<file path="src/rtl/ts_pkg.sv">
// Shared definitions for the TS stream stages: sync byte, packet length, aligner states.
package ts_pkg;

  localparam logic [7:0]  SYNC_BYTE  = 8'h47;
  localparam int unsigned TS_PKT_LEN = 188;

  typedef enum logic [1:0] {
    ST_HUNT   = 2'd0,
    ST_VERIFY = 2'd1,
    ST_LOCK   = 2'd2
  } ts_state_e;

endpackage : ts_pkg

</file>
<file path="src/rtl/ts_sync_lock.sv">
// TS packet aligner: hunts for the sync byte, verifies it on the packet grid,
// then forwards aligned bytes with a start-of-packet marker until sync is lost.
module ts_sync_lock
  import ts_pkg::*;
#(
  parameter int unsigned DATA_WIDTH = 8,
  parameter int unsigned PKT_LEN    = TS_PKT_LEN,
  parameter int unsigned LOCK_CNT   = 3,
  parameter int unsigned UNLOCK_CNT = 2
) (
  input  logic                  wclk,
  input  logic                  rst_n,
  input  logic                  valid,
  input  logic [DATA_WIDTH-1:0] ts_data,
  output logic                  valid_out,
  output logic                  sop_out,
  output logic [DATA_WIDTH-1:0] ts_data_out,
  output logic                  locked,
  output logic [31:0]           pkt_cnt,
  output logic [15:0]           sync_loss_cnt
);

  localparam int unsigned POS_W  = (PKT_LEN > 1) ? $clog2(PKT_LEN) : 1;
  localparam int unsigned HIT_W  = $clog2(LOCK_CNT + 1);
  localparam int unsigned MISS_W = $clog2(UNLOCK_CNT + 1);

  localparam logic [POS_W-1:0]      POS_LAST  = POS_W'(PKT_LEN - 1);
  localparam logic [HIT_W-1:0]      HIT_GOAL  = HIT_W'(LOCK_CNT);
  localparam logic [MISS_W-1:0]     MISS_GOAL = MISS_W'(UNLOCK_CNT);
  localparam logic [DATA_WIDTH-1:0] SYNC_VAL  = DATA_WIDTH'(SYNC_BYTE);

  ts_state_e             state_q, state_d;
  logic [POS_W-1:0]      pos_q, pos_d;
  logic [HIT_W-1:0]      hits_q, hits_d;
  logic [MISS_W-1:0]     miss_q, miss_d;
  logic                  valid_out_q, valid_out_d;
  logic                  sop_out_q, sop_out_d;
  logic [DATA_WIDTH-1:0] data_out_q, data_out_d;
  logic                  locked_q, locked_d;
  logic [31:0]           pkt_cnt_q, pkt_cnt_d;
  logic [15:0]           loss_cnt_q, loss_cnt_d;

  logic                  is_sync;
  logic                  at_sync_pos;
  logic [POS_W-1:0]      pos_next;
  logic [HIT_W-1:0]      hits_inc;
  logic [MISS_W-1:0]     miss_inc;

  // Byte classification and counter increments shared by all states
  always_comb begin
    is_sync     = (ts_data == SYNC_VAL);
    at_sync_pos = (pos_q == '0);
    pos_next    = (pos_q == POS_LAST) ? '0 : pos_q + POS_W'(1);
    hits_inc    = hits_q + HIT_W'(1);
    miss_inc    = miss_q + MISS_W'(1);
  end

  // Next-state, counter and output-register logic; everything holds on idle cycles
  always_comb begin
    state_d     = state_q;
    pos_d       = pos_q;
    hits_d      = hits_q;
    miss_d      = miss_q;
    valid_out_d = 1'b0;
    sop_out_d   = 1'b0;
    data_out_d  = data_out_q;
    pkt_cnt_d   = pkt_cnt_q;
    loss_cnt_d  = loss_cnt_q;

    if (valid) begin
      unique case (state_q)
        ST_HUNT: begin
          if (is_sync) begin
            hits_d = HIT_W'(1);
            pos_d  = pos_next;
            if (HIT_W'(1) >= HIT_GOAL) begin
              // Degenerate single-hit lock: the sync byte itself opens the stream
              state_d     = ST_LOCK;
              miss_d      = '0;
              valid_out_d = 1'b1;
              sop_out_d   = 1'b1;
              data_out_d  = ts_data;
              pkt_cnt_d   = pkt_cnt_q + 32'd1;
            end else begin
              state_d = ST_VERIFY;
            end
          end
        end

        ST_VERIFY: begin
          pos_d = pos_next;
          if (at_sync_pos) begin
            if (is_sync) begin
              hits_d = hits_inc;
              if (hits_inc >= HIT_GOAL) begin
                state_d     = ST_LOCK;
                miss_d      = '0;
                valid_out_d = 1'b1;
                sop_out_d   = 1'b1;
                data_out_d  = ts_data;
                pkt_cnt_d   = pkt_cnt_q + 32'd1;
              end
            end else begin
              state_d = ST_HUNT;
              pos_d   = '0;
              hits_d  = '0;
            end
          end
        end

        ST_LOCK: begin
          pos_d       = pos_next;
          valid_out_d = 1'b1;
          data_out_d  = ts_data;
          if (at_sync_pos) begin
            if (is_sync) begin
              miss_d    = '0;
              sop_out_d = 1'b1;
              pkt_cnt_d = pkt_cnt_q + 32'd1;
            end else if (miss_inc >= MISS_GOAL) begin
              // Sync lost: drop this byte and restart alignment
              state_d     = ST_HUNT;
              pos_d       = '0;
              hits_d      = '0;
              miss_d      = '0;
              valid_out_d = 1'b0;
              data_out_d  = data_out_q;
              loss_cnt_d  = (loss_cnt_q != 16'hFFFF) ? loss_cnt_q + 16'd1 : loss_cnt_q;
            end else begin
              miss_d    = miss_inc;
              sop_out_d = 1'b1;
              pkt_cnt_d = pkt_cnt_q + 32'd1;
            end
          end
        end

        default: begin
          state_d = ST_HUNT;
          pos_d   = '0;
          hits_d  = '0;
          miss_d  = '0;
        end
      endcase
    end

    locked_d = (state_d == ST_LOCK);
  end

  // State, counters and registered outputs
  always_ff @(posedge wclk or negedge rst_n) begin
    if (!rst_n) begin
      state_q     <= ST_HUNT;
      pos_q       <= '0;
      hits_q      <= '0;
      miss_q      <= '0;
      valid_out_q <= 1'b0;
      sop_out_q   <= 1'b0;
      data_out_q  <= '0;
      locked_q    <= 1'b0;
      pkt_cnt_q   <= '0;
      loss_cnt_q  <= '0;
    end else begin
      state_q     <= state_d;
      pos_q       <= pos_d;
      hits_q      <= hits_d;
      miss_q      <= miss_d;
      valid_out_q <= valid_out_d;
      sop_out_q   <= sop_out_d;
      data_out_q  <= data_out_d;
      locked_q    <= locked_d;
      pkt_cnt_q   <= pkt_cnt_d;
      loss_cnt_q  <= loss_cnt_d;
    end
  end

  assign valid_out     = valid_out_q;
  assign sop_out       = sop_out_q;
  assign ts_data_out   = data_out_q;
  assign locked        = locked_q;
  assign pkt_cnt       = pkt_cnt_q;
  assign sync_loss_cnt = loss_cnt_q;

endmodule : ts_sync_lock

</file>
<file path="config.mk">
export PLATFORM = sky130hd
export DESIGN_NAME = ts_sync_lock
export DESIGN_NICKNAME = d
export VERILOG_FILES = /design/src/rtl/ts_pkg.sv /design/src/rtl/ts_sync_lock.sv
export SDC_FILE = /design/constraint.sdc
export NUM_CORES = 1
export LEC_CHECK = 0
export ABC_AREA = 1
export BUFFER_PORTS_ARGS = -buffer_cell sky130_fd_sc_hd__buf_2
export CAP_MARGIN = 20
export CORE_ASPECT_RATIO = 1.5
export CORE_UTILIZATION = 30
export DETAILED_ROUTE_END_ITERATION = 8
export PLACE_DENSITY = 0.49
export SLEW_MARGIN = 20
export SYNTH_ARGS = -nofsm -noshare
export SYNTH_HDL_FRONTEND = slang
export SYNTH_SLANG_ARGS = --single-unit
</file>
<file path="constraint.sdc">
create_clock -name wclk -period 5.1 [get_ports wclk]
set_input_delay 0.765 -clock wclk [delete_from_list [all_inputs] [get_ports wclk]]
set_output_delay 0.765 -clock wclk [all_outputs]
set_load 0.02 [all_outputs]
</file>
==> impl_metrics.env <==
export IMPL_die_h_um=150
export IMPL_dpl_worst_slack_ns=2.10
export IMPL_pwr_share_clk_pct=34.1
export IMPL_rsz0062_at_grt="no"
export IMPL_viasPerCell=4.56
export IMPL_required_ns=5.30
export IMPL_io_pins=70
export IMPL_fin_setup_tns_ns=0
export IMPL_use_met3_pct=2.76
export IMPL_busiest_layer="met2"
export IMPL_overflow=0
export IMPL_grt_pass1_wl_um=18900
export IMPL_grt_pass1_vias=3848
export IMPL_cp_end_kind="flip-flop"
export IMPL_netlist_area_um2=4350
export IMPL_use_met1_pct=18.6
export IMPL_yosysSeqAreaShare_pct=42.0
export IMPL_synth_top_area_cell="dfrtp_1"
export IMPL_setup_ws_ns=2.47
export IMPL_first_pass_iters=4
export IMPL_seqCellArea_um2=1830
export IMPL_crit_type="in -> reg"
export IMPL_htree_levels=3
export IMPL_n_antenna_cell=0
export IMPL_cts_sinks=73
export IMPL_yosysTopAreaCellShare_pct=42.0
export IMPL_p_seq_share_pct=37.3
export IMPL_area_growth_pct=20.3
export IMPL_ys_seq_elements=73
export IMPL_critPathLaunchType="input port"
export IMPL_clock_latency_ns=0.33
export IMPL_powerDensity_nw_per_um2=416
export IMPL_crit_start="ts_data[4]"
export IMPL_internal_power_w=0.00140
export IMPL_track_usage_pct=16.2
export IMPL_hold_violations=0
export IMPL_grt_max_degree=74
export IMPL_worst_r2r_startpoint="pos_q[0]"
export IMPL_syn_num_nets=606
export IMPL_holdBufCountCts=0
export IMPL_multi_input_area_um2=2220
export IMPL_period_minus_slack_ns=2.63
export IMPL_num_rows=53
export IMPL_relSlewSlack_pct=56.3
export IMPL_cts_buffers=9
export IMPL_period_share_pct=51.6
export IMPL_drtIter0Drc=109
export IMPL_place_gp_congestion=0.898
export IMPL_drive_gt1_share_pct=15.6
export IMPL_die_area_um2=15000
export IMPL_ant_nets=0
export IMPL_port_buffers=69
export IMPL_syn_inst=584
export IMPL_root_buffer="clkbuf_16"
export IMPL_vias=3888
export IMPL_finalSetupViolCount=0
export IMPL_die_width_um=100
export IMPL_ctsResizeCount=0
export IMPL_layout_nets=678
export IMPL_met2_usage_pct=29.4
export IMPL_yosysWarningCount=0
export IMPL_wl_per_cell_um=13.1
export IMPL_cts_clk_slew_worst_paths_ns=0.06
export IMPL_swShare_pct=35.9
export IMPL_drc=0
export IMPL_synth_distinct_cells=27
export IMPL_synth_top_cells_by_area="dfrtp_1 (42%), nand2_1 (18%), xor2_1 (5.8%), nor2_1 (5.1%), inv_1 (4.9%)"
export IMPL_switchingPower_w=0.000782
export IMPL_pwr_share_comb_pct=28.6
export IMPL_fillCellCount=1532
export IMPL_drv_cap=0
export IMPL_worstPathMaxFanout=33
export IMPL_skew_ns=0.00838
export IMPL_hpwl_um=8350
export IMPL_antenna_found_initial=0
export IMPL_wl_um=11200
export IMPL_tightest_slew_ns=0.655
export IMPL_max_freq_mhz=380
export IMPL_post_cts_buffers=0
export IMPL_power_leakage_nw=2.57
export IMPL_fp_coreArea_um2=14100
export IMPL_slew_violations=0
export IMPL_worstHoldPathType="in -> async"
export IMPL_initial_core_util_pct=31.0
export IMPL_syn_avg_cell_area_um2=7.45
export IMPL_cts_tree="done"
export IMPL_vdd_drop_max_mv=0.162
export IMPL_status="complete, no violations"
export IMPL_arrival_ns=2.83
export IMPL_clock_path_buffers=2
[Yosys cell counts]
library cell  number
nor2_2             2
inv_1             57
nand3_2            3
inv_2              4
buf_4              2
nand3_1           26
nand4_1            4
o21ai_1           21
xnor2_1           19
o21ai_2            1
or2_2              2
nor3_1            24
ha_1              11
nand4_4            2
buf_2              4
buf_6              3
nand2_1          207
nor2_4             2
nand3b_1           5
xor2_1            29
o22ai_1            3
nor2_1            59
dfrtp_1           73
o21ai_0           13
clkinv_2           1
nand2_2            1
a21oi_1            6
[metal layers]
layer,vias to the layer above,wire length [µm]
li1,1983,-
met1,1808,4590
met2,78,5970
met3,19,396
met4,0,255
met5,-,0
[area by class of cell]
type	count	area share (%)
multi-input cells	440	42.5
flip-flops and latches	73	34.9
repair buffers	70	7.02
clock buffers	11	4.63
well taps	192	4.59
inverters	62	4.47
clock inverters	5	1.96
[sequential cells by signal, summed over array words and instances, names as in the netlist]
signal and count:
ts_data_out 8, hits_q 2, valid_out 1, sop_out 1, miss_q 2, locked 1, pos_q 8, pkt_cnt 32
state_q 2, sync_loss_cnt 16
[cell usage in the layout, fill, tap and decap left out]
master and n:
clkinv_2 2, nand2_2 1, nor2_1 59, nand3b_1 5, nor2_4 2, buf_12 1, o22ai_1 3, o21ai_0 13
o21ai_2 1, nor2_2 2, nand3_1 26, nand4_4 2, dfrtp_1 73, clkbuf_1 1, nand3_2 3, xor2_1 29
buf_4 1, xnor2_1 19, o21ai_1 21, clkinvlp_4 1, clkbuf_8 1, clkbuf_16 9, ha_1 11, inv_2 4
buf_2 68, or2_2 2, bufinv_16 3, nor3_1 24, nand2_1 207, a21oi_1 6, nand4_1 4, inv_1 57
[worst paths after layout]
path | endpoint | slack (ns) | cells after the start
max | pkt_cnt[3] | 2.47 | 11
min | pkt_cnt[0] | 0.44 | 1
max reg2reg | pkt_cnt[3] | 2.51 | 9
min reg2reg | ts_data_out[7] | 0.48 | 2
max in group asynchronous | ts_data_out[5] | 4.08 | 2
min in group wclk | ts_data_out[7] | 0.48 | 2
[power by group through the flow]
stage                     clock network, W  logic, W  registers, W
final                             0.000743  0.000623      0.000813
after global routing              0.000791  0.000703      0.000832
after detailed placement                 0  0.000628      0.000822
after floorplan                          0  0.000364      0.000898
after CTS                         0.000768  0.000629      0.000813
after global placement                   0  0.000617      0.000818
[worst max-delay path, cell delays in order]
cell and delay (ns):
buf_2 0.09, inv_1 0.06, nand2_1 0.05, nor2_1 0.15, nand2_2 0.14, inv_2 0.09, nand2_1 0.06, nand2_1 0.15
nand3_2 0.54, clkinv_2 0.58, o21ai_0 0.14
[cells by family (layout without fill, tap and decap cells)]
family,after synthesis,count (layout),synth area share (%)
AND/OR/NAND/NOR,337,337,33.0
XOR/XNOR,48,48,9.66
buffers and inverters,71,148,6.96
adder cells (fa/ha/maj),11,11,3.16
flip-flops,73,73,42.0
AO/OA/AOI/OAI,44,44,5.23
[metrics by stage]
| stage | hold WS, ns | power (W) | instances | utilization, % | area [µm²] |
|---|---|---|---|---|---|
| detailed placement | 0.474 | 0.00145 | 836 | 34.7 | 4870 |
| CTS | 0.490 | 0.00221 | 852 | 37.1 | 5220 |
| global placement | 0.474 | 0.00144 | 836 | 34.7 | 4870 |
| global route | 0.478 | 0.00233 | 853 | 37.3 | 5240 |
| finish | 0.438 | 0.00218 | 853 | 37.3 | 5240 |
| floorplan | 0.453 | 0.00126 | 584 | - | 4350 |
Power figures use the tool's default switching activity.
